**src/rtl/branch_cmp_pkg.sv**
```systemverilog
// Shared op codes and the branch-condition evaluator for branch_cmp_pipe.
// Operands arrive zero-extended to CMP_MAX_W; the live width is passed explicitly.
package branch_cmp_pkg;

    localparam int CMP_MAX_W = 64;

    typedef logic [2:0] cmp_op_t;

    localparam cmp_op_t CMP_EQ  = 3'd0;
    localparam cmp_op_t CMP_NE  = 3'd1;
    localparam cmp_op_t CMP_LTS = 3'd2;
    localparam cmp_op_t CMP_GES = 3'd3;
    localparam cmp_op_t CMP_LTU = 3'd4;
    localparam cmp_op_t CMP_GEU = 3'd5;
    localparam cmp_op_t CMP_LEZ = 3'd6;
    localparam cmp_op_t CMP_GTZ = 3'd7;

    // Signed order is taken from the sign bits first, so no subtract overflow can leak in.
    function automatic logic cmp_eval(
        input cmp_op_t                op,
        input logic [CMP_MAX_W-1:0]   a,
        input logic [CMP_MAX_W-1:0]   b,
        input int unsigned            width
    );
        logic [5:0] msb_s;
        logic       sa_s;
        logic       sb_s;
        logic       eq_s;
        logic       ltu_s;
        logic       lts_s;
        logic       az_s;
        logic       res_s;
        msb_s = 6'(width - 32'd1);
        sa_s  = a[msb_s];
        sb_s  = b[msb_s];
        eq_s  = (a == b);
        ltu_s = (a < b);
        lts_s = (sa_s != sb_s) ? sa_s : ltu_s;
        az_s  = (a == {CMP_MAX_W{1'b0}});
        case (op)
            CMP_EQ:  res_s = eq_s;
            CMP_NE:  res_s = ~eq_s;
            CMP_LTS: res_s = lts_s;
            CMP_GES: res_s = ~lts_s;
            CMP_LTU: res_s = ltu_s;
            CMP_GEU: res_s = ~ltu_s;
            CMP_LEZ: res_s = sa_s | az_s;
            CMP_GTZ: res_s = ~sa_s & ~az_s;
            default: res_s = 1'b0;
        endcase
        return res_s;
    endfunction

endpackage

```
**src/rtl/branch_cmp_stage.sv**
```systemverilog
// One elastic register slice: holds {valid, data} and accepts whenever it is
// empty or its content leaves in the same cycle.
module branch_cmp_stage #(
    parameter int DW = 9
) (
    input  logic          clk,
    input  logic          rst_n,
    input  logic          in_valid,
    output logic          in_ready,
    input  logic [DW-1:0] in_data,
    output logic          out_valid,
    input  logic          out_ready,
    output logic [DW-1:0] out_data
);

    logic          valid_r;
    logic [DW-1:0] data_r;
    logic          ready_s;

    assign ready_s   = ~valid_r | out_ready;
    assign in_ready  = ready_s;
    assign out_valid = valid_r;
    assign out_data  = data_r;

    // Load on free/advancing slot; data is left untouched when nothing new arrives.
    always_ff @(posedge clk or negedge rst_n) begin
        if (!rst_n) begin
            valid_r <= 1'b0;
            data_r  <= {DW{1'b0}};
        end else if (ready_s) begin
            valid_r <= in_valid;
            if (in_valid) begin
                data_r <= in_data;
            end
        end
    end

endmodule

```
**src/rtl/branch_cmp_pipe.sv**
```systemverilog
// Pipelined MIPS branch-condition comparator with valid/ready flow control.
// Optional macro BRANCH_CMP_STATS_EN adds stat_total/stat_taken handshake counters.
module branch_cmp_pipe
    import branch_cmp_pkg::*;
#(
    parameter int WIDTH  = 32,
    parameter int STAGES = 1,
    parameter int TAG_W  = 8
) (
    input  logic             clk,
    input  logic             rst_n,
    input  logic             in_valid,
    output logic             in_ready,
    input  logic [2:0]       in_op,
    input  logic [WIDTH-1:0] in_a,
    input  logic [WIDTH-1:0] in_b,
    input  logic [TAG_W-1:0] in_tag,
    output logic             out_valid,
    input  logic             out_ready,
    output logic             out_taken,
    output logic [TAG_W-1:0] out_tag
`ifdef BRANCH_CMP_STATS_EN
    ,
    output logic [31:0]      stat_total,
    output logic [31:0]      stat_taken
`endif
);

    localparam int DW = TAG_W + 1;

    generate
        if (STAGES != 1 && STAGES != 2) begin : g_bad_stages
            $error("branch_cmp_pipe: STAGES must be 1 or 2");
        end
        if (WIDTH < 2 || WIDTH > CMP_MAX_W) begin : g_bad_width
            $error("branch_cmp_pipe: WIDTH out of range");
        end
    endgenerate

    logic [CMP_MAX_W-1:0] a_ext_s;
    logic [CMP_MAX_W-1:0] b_ext_s;
    logic                 taken_s;

    assign a_ext_s = CMP_MAX_W'(in_a);
    assign b_ext_s = CMP_MAX_W'(in_b);

    // Condition is resolved before the first register so stage 0 captures a single bit.
    always_comb begin
        taken_s = 1'b0;
        taken_s = cmp_eval(cmp_op_t'(in_op), a_ext_s, b_ext_s, WIDTH);
    end

    // Chain index k is the input side of stage k; index STAGES is the pipe output.
    logic          v_s [0:STAGES];
    logic          r_s [0:STAGES];
    logic [DW-1:0] d_s [0:STAGES];

    assign v_s[0]      = in_valid;
    assign d_s[0]      = {taken_s, in_tag};
    assign in_ready    = r_s[0];
    assign r_s[STAGES] = out_ready;

    genvar k;
    generate
        for (k = 0; k < STAGES; k++) begin : g_stage
            branch_cmp_stage #(.DW(DW)) u_stage (
                .clk       (clk),
                .rst_n     (rst_n),
                .in_valid  (v_s[k]),
                .in_ready  (r_s[k]),
                .in_data   (d_s[k]),
                .out_valid (v_s[k+1]),
                .out_ready (r_s[k+1]),
                .out_data  (d_s[k+1])
            );
        end
    endgenerate

    assign out_valid = v_s[STAGES];
    assign out_taken = d_s[STAGES][DW-1];
    assign out_tag   = d_s[STAGES][TAG_W-1:0];

`ifdef BRANCH_CMP_STATS_EN
    logic [31:0] stat_total_r;
    logic [31:0] stat_taken_r;

    // Count every output handshake, and separately those that were taken.
    always_ff @(posedge clk or negedge rst_n) begin
        if (!rst_n) begin
            stat_total_r <= 32'd0;
            stat_taken_r <= 32'd0;
        end else if (out_valid && out_ready) begin
            stat_total_r <= stat_total_r + 32'd1;
            if (out_taken) begin
                stat_taken_r <= stat_taken_r + 32'd1;
            end
        end
    end

    assign stat_total = stat_total_r;
    assign stat_taken = stat_taken_r;
`endif

endmodule

```
**config.mk**
```make
export PLATFORM = sky130hd
export DESIGN_NAME = branch_cmp_pipe
export DESIGN_NICKNAME = d
export VERILOG_FILES = /design/src/rtl/branch_cmp_pkg.sv /design/src/rtl/branch_cmp_stage.sv /design/src/rtl/branch_cmp_pipe.sv
export SDC_FILE = /design/constraint.sdc
export NUM_CORES = 1
export LEC_CHECK = 0
export ABC_CLOCK_PERIOD_IN_PS = 2200
export CAP_MARGIN = 30
export CORE_MARGIN = 2
export CORE_UTILIZATION = 40
export DETAILED_ROUTE_END_ITERATION = 6
export PLACE_DENSITY = 0.88
export REMOVE_ABC_BUFFERS = 1
export SLEW_MARGIN = 20
export SYNTH_ARGS = -nofsm -noshare
export SYNTH_HDL_FRONTEND = slang
export SYNTH_HIERARCHICAL = 1
export SYNTH_SLANG_ARGS = --single-unit
```
**constraint.sdc**
```tcl
create_clock -name clk -period 2.2 [get_ports clk]
set_input_delay 0.44 -clock clk [delete_from_list [all_inputs] [get_ports clk]]
set_output_delay 0.44 -clock clk [all_outputs]
set_load 0.02 [all_outputs]
```
-- Word-level counts from Yosys, hierarchy flattened
Cells that the tools add are included.
- output and inout port bits: 11
- bits of input ports: 79
- register bits after elaboration: 10
- reductions and logical operators: 3
- bitwise logic cells: 9
- muxes and demuxes: 2
- equality and inequality tests: 9
- magnitude comparators: 1
- operators with widths (cell ; count):
    64-bit zero test ; 1
    32-bit == test ; 1
    32-bit < comparator ; 1
    3-bit == test (second input constant) ; 4
    1-bit one-hot mux with 8 select lines ; 1
    3-bit by 2-bit == test with 1-bit output (second input constant) ; 2
    1-bit inverter ; 6
    3-bit by 1-bit == test with 1-bit output (second input constant) ; 1
    3-bit zero test ; 1
    1-bit bitwise OR ; 2
    2-bit AND reduction ; 1
    1-bit AND ; 1
    1-bit 2-to-1 mux ; 1
    1-bit inequality test ; 1

-- Logic depth before layout (Yosys ltp)
Gate-level depths: netlist of run 1.
- depth after elaboration: 4
- depth in mapped cells: 10

-- Cells and area by module
The synthesis of run 1 kept the hierarchy.
- modules (own cells, without submodules) (module ; sequential area each (um^2) ; instances ; area each (um^2) ; cells each):
    branch_cmp_pipe ; 0.0 ; 1 ; 964.7 ; 138
    branch_cmp_stage ; 250.2 ; 1 ; 425.4 ; 22

-- Worst setup path after synthesis of run 1
Ideal clock, no wire load.
- path type: input to register
- from: input port in_b[30]
- to: register g_stage[0].u_stage.data_r[8]
- slack: -0.139 ns
- buffers on the path: 0
- arrival: 2.214 ns
- data required time: 2.075 ns
- stages on the path: 10
- path through: inv_1 ha_1 a21oi_1 nand2_1 a221o_1 a211o_2 a22oi_2 a211oi_2 xnor2_1 mux2_4
- word-level cells in the longest chain between the ends: 4
- elaborated cells on any way between the ends: 7
- ends and longest elaborated chain (element ; RTL line ; source):
    start: declaration ; branch_cmp_pipe.sv:16 ; input logic [WIDTH-1:0] in_b,
    32-bit < comparator ; branch_cmp_pkg.sv:37 ; ltu_s = (a < b);
    1-bit 2-to-1 mux ; branch_cmp_pkg.sv:38 ; lts_s = (sa_s != sb_s) ? sa_s : ltu_s;
    1-bit inverter ; branch_cmp_pkg.sv:44 ; CMP_GES: res_s = ~lts_s;
    1-bit one-hot mux with 8 select lines (*) ; branch_cmp_pkg.sv:40 ; case (op)
    via taken_s ; branch_cmp_pipe.sv:42 ; logic taken_s;
    end signal: assignment ; branch_cmp_stage.sv:29 ; data_r <= {DW{1'b0}};
    end signal: assignment ; branch_cmp_stage.sv:33 ; data_r <= in_data;
    end: declaration ; branch_cmp_stage.sv:17 ; logic [DW-1:0] data_r;
Mark *: on every way through the listed nets, which the timed path passes. The rest lies on a longest branch.
A chain may end at the register's enable or synchronous reset.

-- Worst setup path after layout of run 1
- from: input port in_a[30]
- to: register g_stage[0].u_stage.data_r[8]
- word-level cells in the longest chain between the ends: 4
- elaborated cells on any way between the ends: 11
- ends and longest elaborated chain (element ; RTL line ; source):
    start: declaration ; branch_cmp_pipe.sv:15 ; input logic [WIDTH-1:0] in_a,
    32-bit < comparator or 64-bit zero test (tied branches) ; branch_cmp_pkg.sv:37, branch_cmp_pkg.sv:39 ;
    1-bit 2-to-1 mux or 1-bit inverter (tied branches) ; branch_cmp_pkg.sv:38, branch_cmp_pkg.sv:48 ;
    1-bit inverter or 1-bit AND (tied branches) ; branch_cmp_pkg.sv:44, branch_cmp_pkg.sv:48 ;
    1-bit one-hot mux with 8 select lines (*) ; branch_cmp_pkg.sv:40 ;
    via taken_s ; branch_cmp_pipe.sv:42 ;
Marked as above.

==> results.md, run 1 <==
- Status: finished, violations left
- Violated checks: setup timing
- WP buf/inv: 1
- Yosys warns: 6
- Via count: 1774
- WL per Instance: 17.4 µm
- Layout cells sized above 1: 0.545
- Multi-input logic area: 1430 µm²
- Clock buffer depth: 2
- Number of global-route vias before repair: 1969
- Worst Path Required: 2360 ps
- Total chip power: 1010 µW
- Synth Area in XOR/XNOR: 0.00630
- Layout Nets: 398
- Crit path cell chain: buf_8 > ha_4 > a21oi_2 > nand2_2 > a221o_1 > a211o_2 > a22oi_2 > a211oi_2 > xnor2_1 > mux2_4
- Largest net degree at the start of global routing: 11
- Final period util: 1.03
- # hold bufs at CTS: 0
- Sequential fraction of the synthesis area: 0.180
- Port bufs: 89
- I/O pin count: 90
- Worst slack, placed: -717 ps
- Clock buffer count from CTS: 3
- Synth Area in Simple Gates: 0.194
- Area growth, synth to finish: 106%
- CTS root buf: clkbuf_4
- Peak supply drop: 0.000137 V
- CP top delay family: compound AO/OA/AOI/OAI gates
- Leading area contributor after synthesis: ha_1
- Core area: 3340 µm²
- ANT cells: 0
- Synth cell count leaders: 35 x inv_1, 32 x ha_1, 15 x a21oi_1
- Worst-Margin Slew: 437 ps
- Slowest cell on crit path: a221o_1
- Effective utilization at floorplan: 0.417
- Post-synthesis adder-cell area fraction: 0.288
- First-pass GRT wire length: 9180 µm
- Max-cap violations: 0
- Clk pin slew, worst setup/hold paths: 60 ps
- Syn_area_per_cell: 8.69 µm²
- Synth unique cells: 34
- Top-count cell post-synth: inv_1
- Synth Area in Compound Gates: 0.140
- Final core occ: 0.859
- Crit start category: primary input
- Synth Instances: 160
- Initial DRT Pass Iterations: 4
- Clk_skew: 3.55 ps
- Initial drt markers: 55
- Tot GR Track Use: 0.293
- Die Span X: 63.0 µm
- Tmin final: 2260 ps
- Pleak: 0.00135 µW
- Ys async rst share: 1.00
- Post-DP HPWL: 3740 µm
- Pins over their slew limit: 0
- Die area: 3960 µm²
- CTS Sinks: 10
- Number of flops mapped to enable cells by yosys: 0
- CP peak stage delay: 360 ps
- Setup TNS Final: -60.4 ps
- Die Y: 63.0 µm
- Max-slew headroom: 0.706
- Num rows: 21
- Register area: 250 µm²
- Final worst setup slack: -60.4 ps
- Area contributors post-synth: ha_1 29%, dfrtp_1 18%, mux2_4 9.7%
- Global route overflow: 0
- Synthesis-stage register bit count: 10
- Clk Latency, worst-skew pair: 270 ps
- Fmax: 442 MHz
- Yosys top cell area share: 0.288
- Syn Std Cell Area: 1390 µm²
- Post-synth top flop: dfrtp_1
- Final hold vios: 0
- H-tree depth: 1
- WHS: 475 ps
- Worst Setup End Kind: register
- Multiplexer share of the synthesized area: 0.0972
- Pwr/cell area: 351 nW/µm²
- Initial antenna violation count: 0
- Crit-path max FO: 3
- Post-DR vias/cell: 5.34
- Final ANT Viol Nets: 0
- Fillers: 171
- Final setup viols: 1
- Worst min path class: primary input to asynchronous set/reset pin
- Gpl congestion: 0.810
- WS Path Type: primary input to register
- Post-Route WL: 5790 µm
- CTS tree: yes
- Largest family of logic cells by synthesized area: adder cells
- RSZ-0062 raised after global routing: true
- DRC: 0
- CP arrival: 2420 ps
[state kept, by name (all words and copies together) (netlist names)]
name / cells
g_stage.u_stage/out_valid: 1
g_stage.u_stage/out_data: 9
[cell families after synthesis]
family,count (synthesis)
fa+ha+maj,32
compound gates,30
flops,10
buf+inv,35
simple gates,43
mux,9
xor+xnor,1
[timing repair]
action,4_1_cts,5_1_grt
resized for setup,205,31
setup buffers,5,3
setup endpoints to repair,1,1
pin swaps,48,32
[routing by layer]
metal  GRT usage  up-vias  part of all wire
li1            -      824                 -
met3      0.0432       29             0.058
met2       0.568       97              0.53
met1       0.304      824              0.37
met5           0        -                 0
met4       0.131        0             0.040
[where the power goes]
group	total [µW]	switching, µW	internal (µW)
Combinational	610	268	342
Sequential	231	18.5	212
Clock	165	64.1	101
Total	1010	351	654
[metrics by stage]
step / instances / cell area [µm²]
detailed placement: 321 / 2530
CTS: 329 / 2850
global route: 332 / 2870
finish: 332 / 2870
floorplan: 160 / 1390
global placement: 321 / 2530
[cell type report]
cell class                 count  area share
clock buffer                   4      0.0127
inverter                      35      0.0467
multi-input combinational    115       0.498
sequential                    10      0.0873
tap                           46      0.0201
timing repair buffer         122       0.336
[final timing paths]
| check | from | endpoint | slack [ps] | cells past startpoint |
|---|---|---|---|---|
| setup / recovery | in_a[30] | g_stage[0].u_stage/out_data[8]$_DFFE_PN0P_ | -60 | 10 |
| hold / removal | rst_n | g_stage[0].u_stage/out_data[1]$_DFFE_PN0P_ | 480 | 1 |
| setup reg to reg | g_stage[0].u_stage/out_valid$_DFFE_PN0P_ | g_stage[0].u_stage/out_data[7]$_DFFE_PN0P_ | 1040 | 4 |
| hold reg to reg | g_stage[0].u_stage/out_data[4]$_DFFE_PN0P_ | g_stage[0].u_stage/out_data[4]$_DFFE_PN0P_ | 520 | 1 |
| max in group asynchronous | rst_n | g_stage[0].u_stage/out_data[4]$_DFFE_PN0P_ | 1420 | 1 |
| min in group clk | g_stage[0].u_stage/out_data[4]$_DFFE_PN0P_ | g_stage[0].u_stage/out_data[4]$_DFFE_PN0P_ | 520 | 1 |
[layout by cell type (no fill, tap or decap), types with 2 or more instances in the layout]
| cell type | instances |
|---|---|
| a211oi_2 | 2 |
| a21oi_1 | 12 |
| a21oi_2 | 3 |
| buf_2 | 22 |
| buf_4 | 33 |
| clkbuf_2 | 10 |
| clkbuf_4 | 3 |
| clkdlybuf4s15_1 | 8 |
| clkdlybuf4s50_1 | 26 |
| dfrtp_1 | 10 |
| dlygate4sd2_1 | 20 |
| ha_1 | 5 |
| ha_4 | 26 |
| inv_1 | 11 |
| inv_2 | 23 |
| mux2_4 | 9 |
| nand2_1 | 6 |
| nand2_2 | 5 |
| nand2_4 | 2 |
| nand3_1 | 2 |
| nand4_1 | 4 |
| nor2_1 | 3 |
| nor2_2 | 2 |
| nor4_1 | 7 |
| o21ai_0 | 2 |
[worst register-to-register path, cell delays in order, from the launching register on]
cell and delay, ps:
dfrtp_1 390, nand2b_4 60, buf_4 150, nand2_8 120, mux2_4 320
No activity file was read; power rests on OpenSTA's default activity.
==> inputs of run 2 (changes only) <==
--- a/config.mk
+++ b/config.mk
@@ -9,8 +9,9 @@
 export CAP_MARGIN = 30
 export CORE_MARGIN = 2
 export CORE_UTILIZATION = 40
+export CTS_CLUSTER_SIZE = 20
 export DETAILED_ROUTE_END_ITERATION = 6
-export PLACE_DENSITY = 0.88
+export PLACE_DENSITY = 0.95
 export REMOVE_ABC_BUFFERS = 1
 export SLEW_MARGIN = 20
 export SYNTH_ARGS = -nofsm -noshare
==> run 2 against run 1 <==
  * The flow still finishes with violations (setup timing)
  * Sequential cell count did not move
  * Sequential share of layout area fell by 0.22 points
  * Die area did not move
  * First-iteration DRC count grew to 3.5 times the previous value
  * Global-route usage rose by 4.0 points
  * Power up 5.2%
  * Utilization is 2.2 points higher
  * Critical path type unchanged
==> results.md, run 2 (synthesis gave the netlist of run 1 again) <==
- Status: finished, violations left
- Violated checks: setup timing
- WS Path Type: primary input to register
- Fmax: 432 MHz
- Global route overflow: 0
- Pwr/cell area: 360 nW/µm²
- Final ANT Viol Nets: 0
- Die Y: 63.0 µm
- Pint: 679 µW
- Placed Cells: 321
- DRC: 0
- Num rows: 21
- Post-DP HPWL: 3720 µm
- I/O pin count: 90
- Final setup viols: 1
- Most common cell after layout, fill and taps aside: buf_4
- Core area: 3340 µm²
- CP top delay family: compound AO/OA/AOI/OAI gates
- Final worst setup slack: -116 ps
- CP arrival: 2470 ps
- Initial DRT Pass Iterations: 4
- WHS: 487 ps
- Pins over their slew limit: 0
- Clk Latency, worst-skew pair: 270 ps
- CTS root buf: clkbuf_4
- Area growth, synth to finish: 112%
- FF-to-FF path depth: 4
- CP peak stage delay: 320 ps
- Clock buffer count from CTS: 3
- Slowest cell on crit path: o211ai_1
- Die Span X: 63.0 µm
- Max-cap violations: 0
- RSZ-0062 raised after global routing: true
- Peak supply drop: 0.000154 V
- Max-slew headroom: 0.697
- Sw Share: 0.359
- Clock power frac: 0.156
- Worst Path Required: 2350 ps
- WP buf/inv: 1
- Final period util: 1.05
- First-pass GRT wire length: 10100 µm
- Clk_skew: 3.46 ps
- Effective utilization at floorplan: 0.417
- Reg2reg setup slack: 1010 ps
- Crit start category: primary input
- Worst R2R End: g_stage[0].u_stage/out_data[6]$_DFFE_PN0P_
- H-tree depth: 1
- Initial drt markers: 194
- Post-DR vias/cell: 5.55
- Final core occ: 0.882
- Clock buffer depth: 2
- Largest net degree at the start of global routing: 11
- Pleak: 0.00136 µW
- Die area: 3960 µm²
- Crit-path max FO: 2
- Via count: 1849
- Part of the power in combinational logic: 0.625
- Tot GR Track Use: 0.332
- Tmin final: 2320 ps
- Setup TNS Final: -116 ps
- Worst Setup End Kind: register
- Port bufs: 89
- P_sw: 379 µW
- Layout cells sized above 1: 0.575
- Number of global-route vias before repair: 2014
- Initial antenna violation count: 2
- Total chip power: 1060 µW
- Worst min path class: primary input to asynchronous set/reset pin
- CTS Sinks: 10
- Gpl congestion: 0.806
- Reg2Reg Launch Point: g_stage[0].u_stage/out_valid$_DFFE_PN0P_
- Final hold vios: 0
- CTS tree: yes
- Non-filler instance count after layout: 333
- Max reg flops: 9
- Clk pin slew, worst setup/hold paths: 70 ps
- Layout Nets: 397
- Crit path cell chain: dlygate4sd2_1 > ha_4 > nand2_2 > nor3b_4 > nand2_1 > o211ai_1 > a22oi_2 > a211oi_2 > xnor2_1 > mux2_4
- Most frequent cells in the layout: 32 x buf_4, 28 x ha_4, 26 x clkdlybuf4s50_1, 24 x inv_2, 23 x dlygate4sd2_1
- WL per Instance: 20.8 µm
- Worst-Margin Slew: 453 ps
- Sequential Power Share: 0.219
- Post-Route WL: 6940 µm
run 2: cell count changes in the layout (fill, tap and decap cells not counted), sizes merged:
cell / delta
clkbuf: -1
dlygate4sd2: +3
diode: +2
clkdlybuf4s15: -3
buf: +1
dlymetal6s2s: -1
run 2: power by group through the flow:
stage	logic [µW]	registers, µW	clock network (µW)
3_3_place_gp	490	228	0
4_1_cts	596	229	169
3_5_place_dp	506	231	0
5_1_grt	697	234	180
6_report	661	232	165
2_1_floorplan	176	265	0
run 2: worst max-delay path by stage:
| stage | startpoint | endpoint | slack, ps | depth (start not counted) |
|---|---|---|---|---|
| after floorplan | in_b[30] | g_stage[0].u_stage/out_data[8]$_DFFE_PN0P_ | -140 | 10 |
| after global placement | in_b[30] | g_stage[0].u_stage/out_data[8]$_DFFE_PN0P_ | -670 | 11 |
| after detailed placement | in_b[30] | g_stage[0].u_stage/out_data[8]$_DFFE_PN0P_ | -750 | 11 |
| after CTS | in_a[28] | g_stage[0].u_stage/out_data[8]$_DFFE_PN0P_ | 0.6 | 10 |
| after global routing | in_a[11] | g_stage[0].u_stage/out_data[8]$_DFFE_PN0P_ | -160 | 10 |
| final | in_a[11] | g_stage[0].u_stage/out_data[8]$_DFFE_PN0P_ | -120 | 10 |
run 2: area by class of cell:
class	instances	area [µm²]
antenna	2	5.00
timing repair buffer	121	971
inverter	35	136
fill	156	395
sequential	10	250
tap	46	57.6
multi-input combinational	115	1490
clock buffer	4	36.3
run 2: through the flow:
stage	instance area (µm²)	setup slack, ps
floorplan	1390	-139
global placement	2530	-671
detailed placement	2530	-750
CTS	2910	0.626
global route	2940	-159
finish	2940	-116
run 2: metal layers:
metal | up-vias | global-route usage | part of all wire
met5 | - | 0 | 0
met4 | 0 | 0.169 | 0.058
met3 | 30 | 0.0559 | 0.067
met2 | 131 | 0.613 | 0.52
met1 | 861 | 0.359 | 0.36
li1 | 827 | - | -
run 2: timing repair:
action / in CTS / in global routing
gates resized for setup: 222 / 33
gates cloned: 0 / 0
pin swaps: 50 / 19
setup buffers: 4 / 3
hold buffers: 0 / 0
setup endpoints to repair: 1 / 1
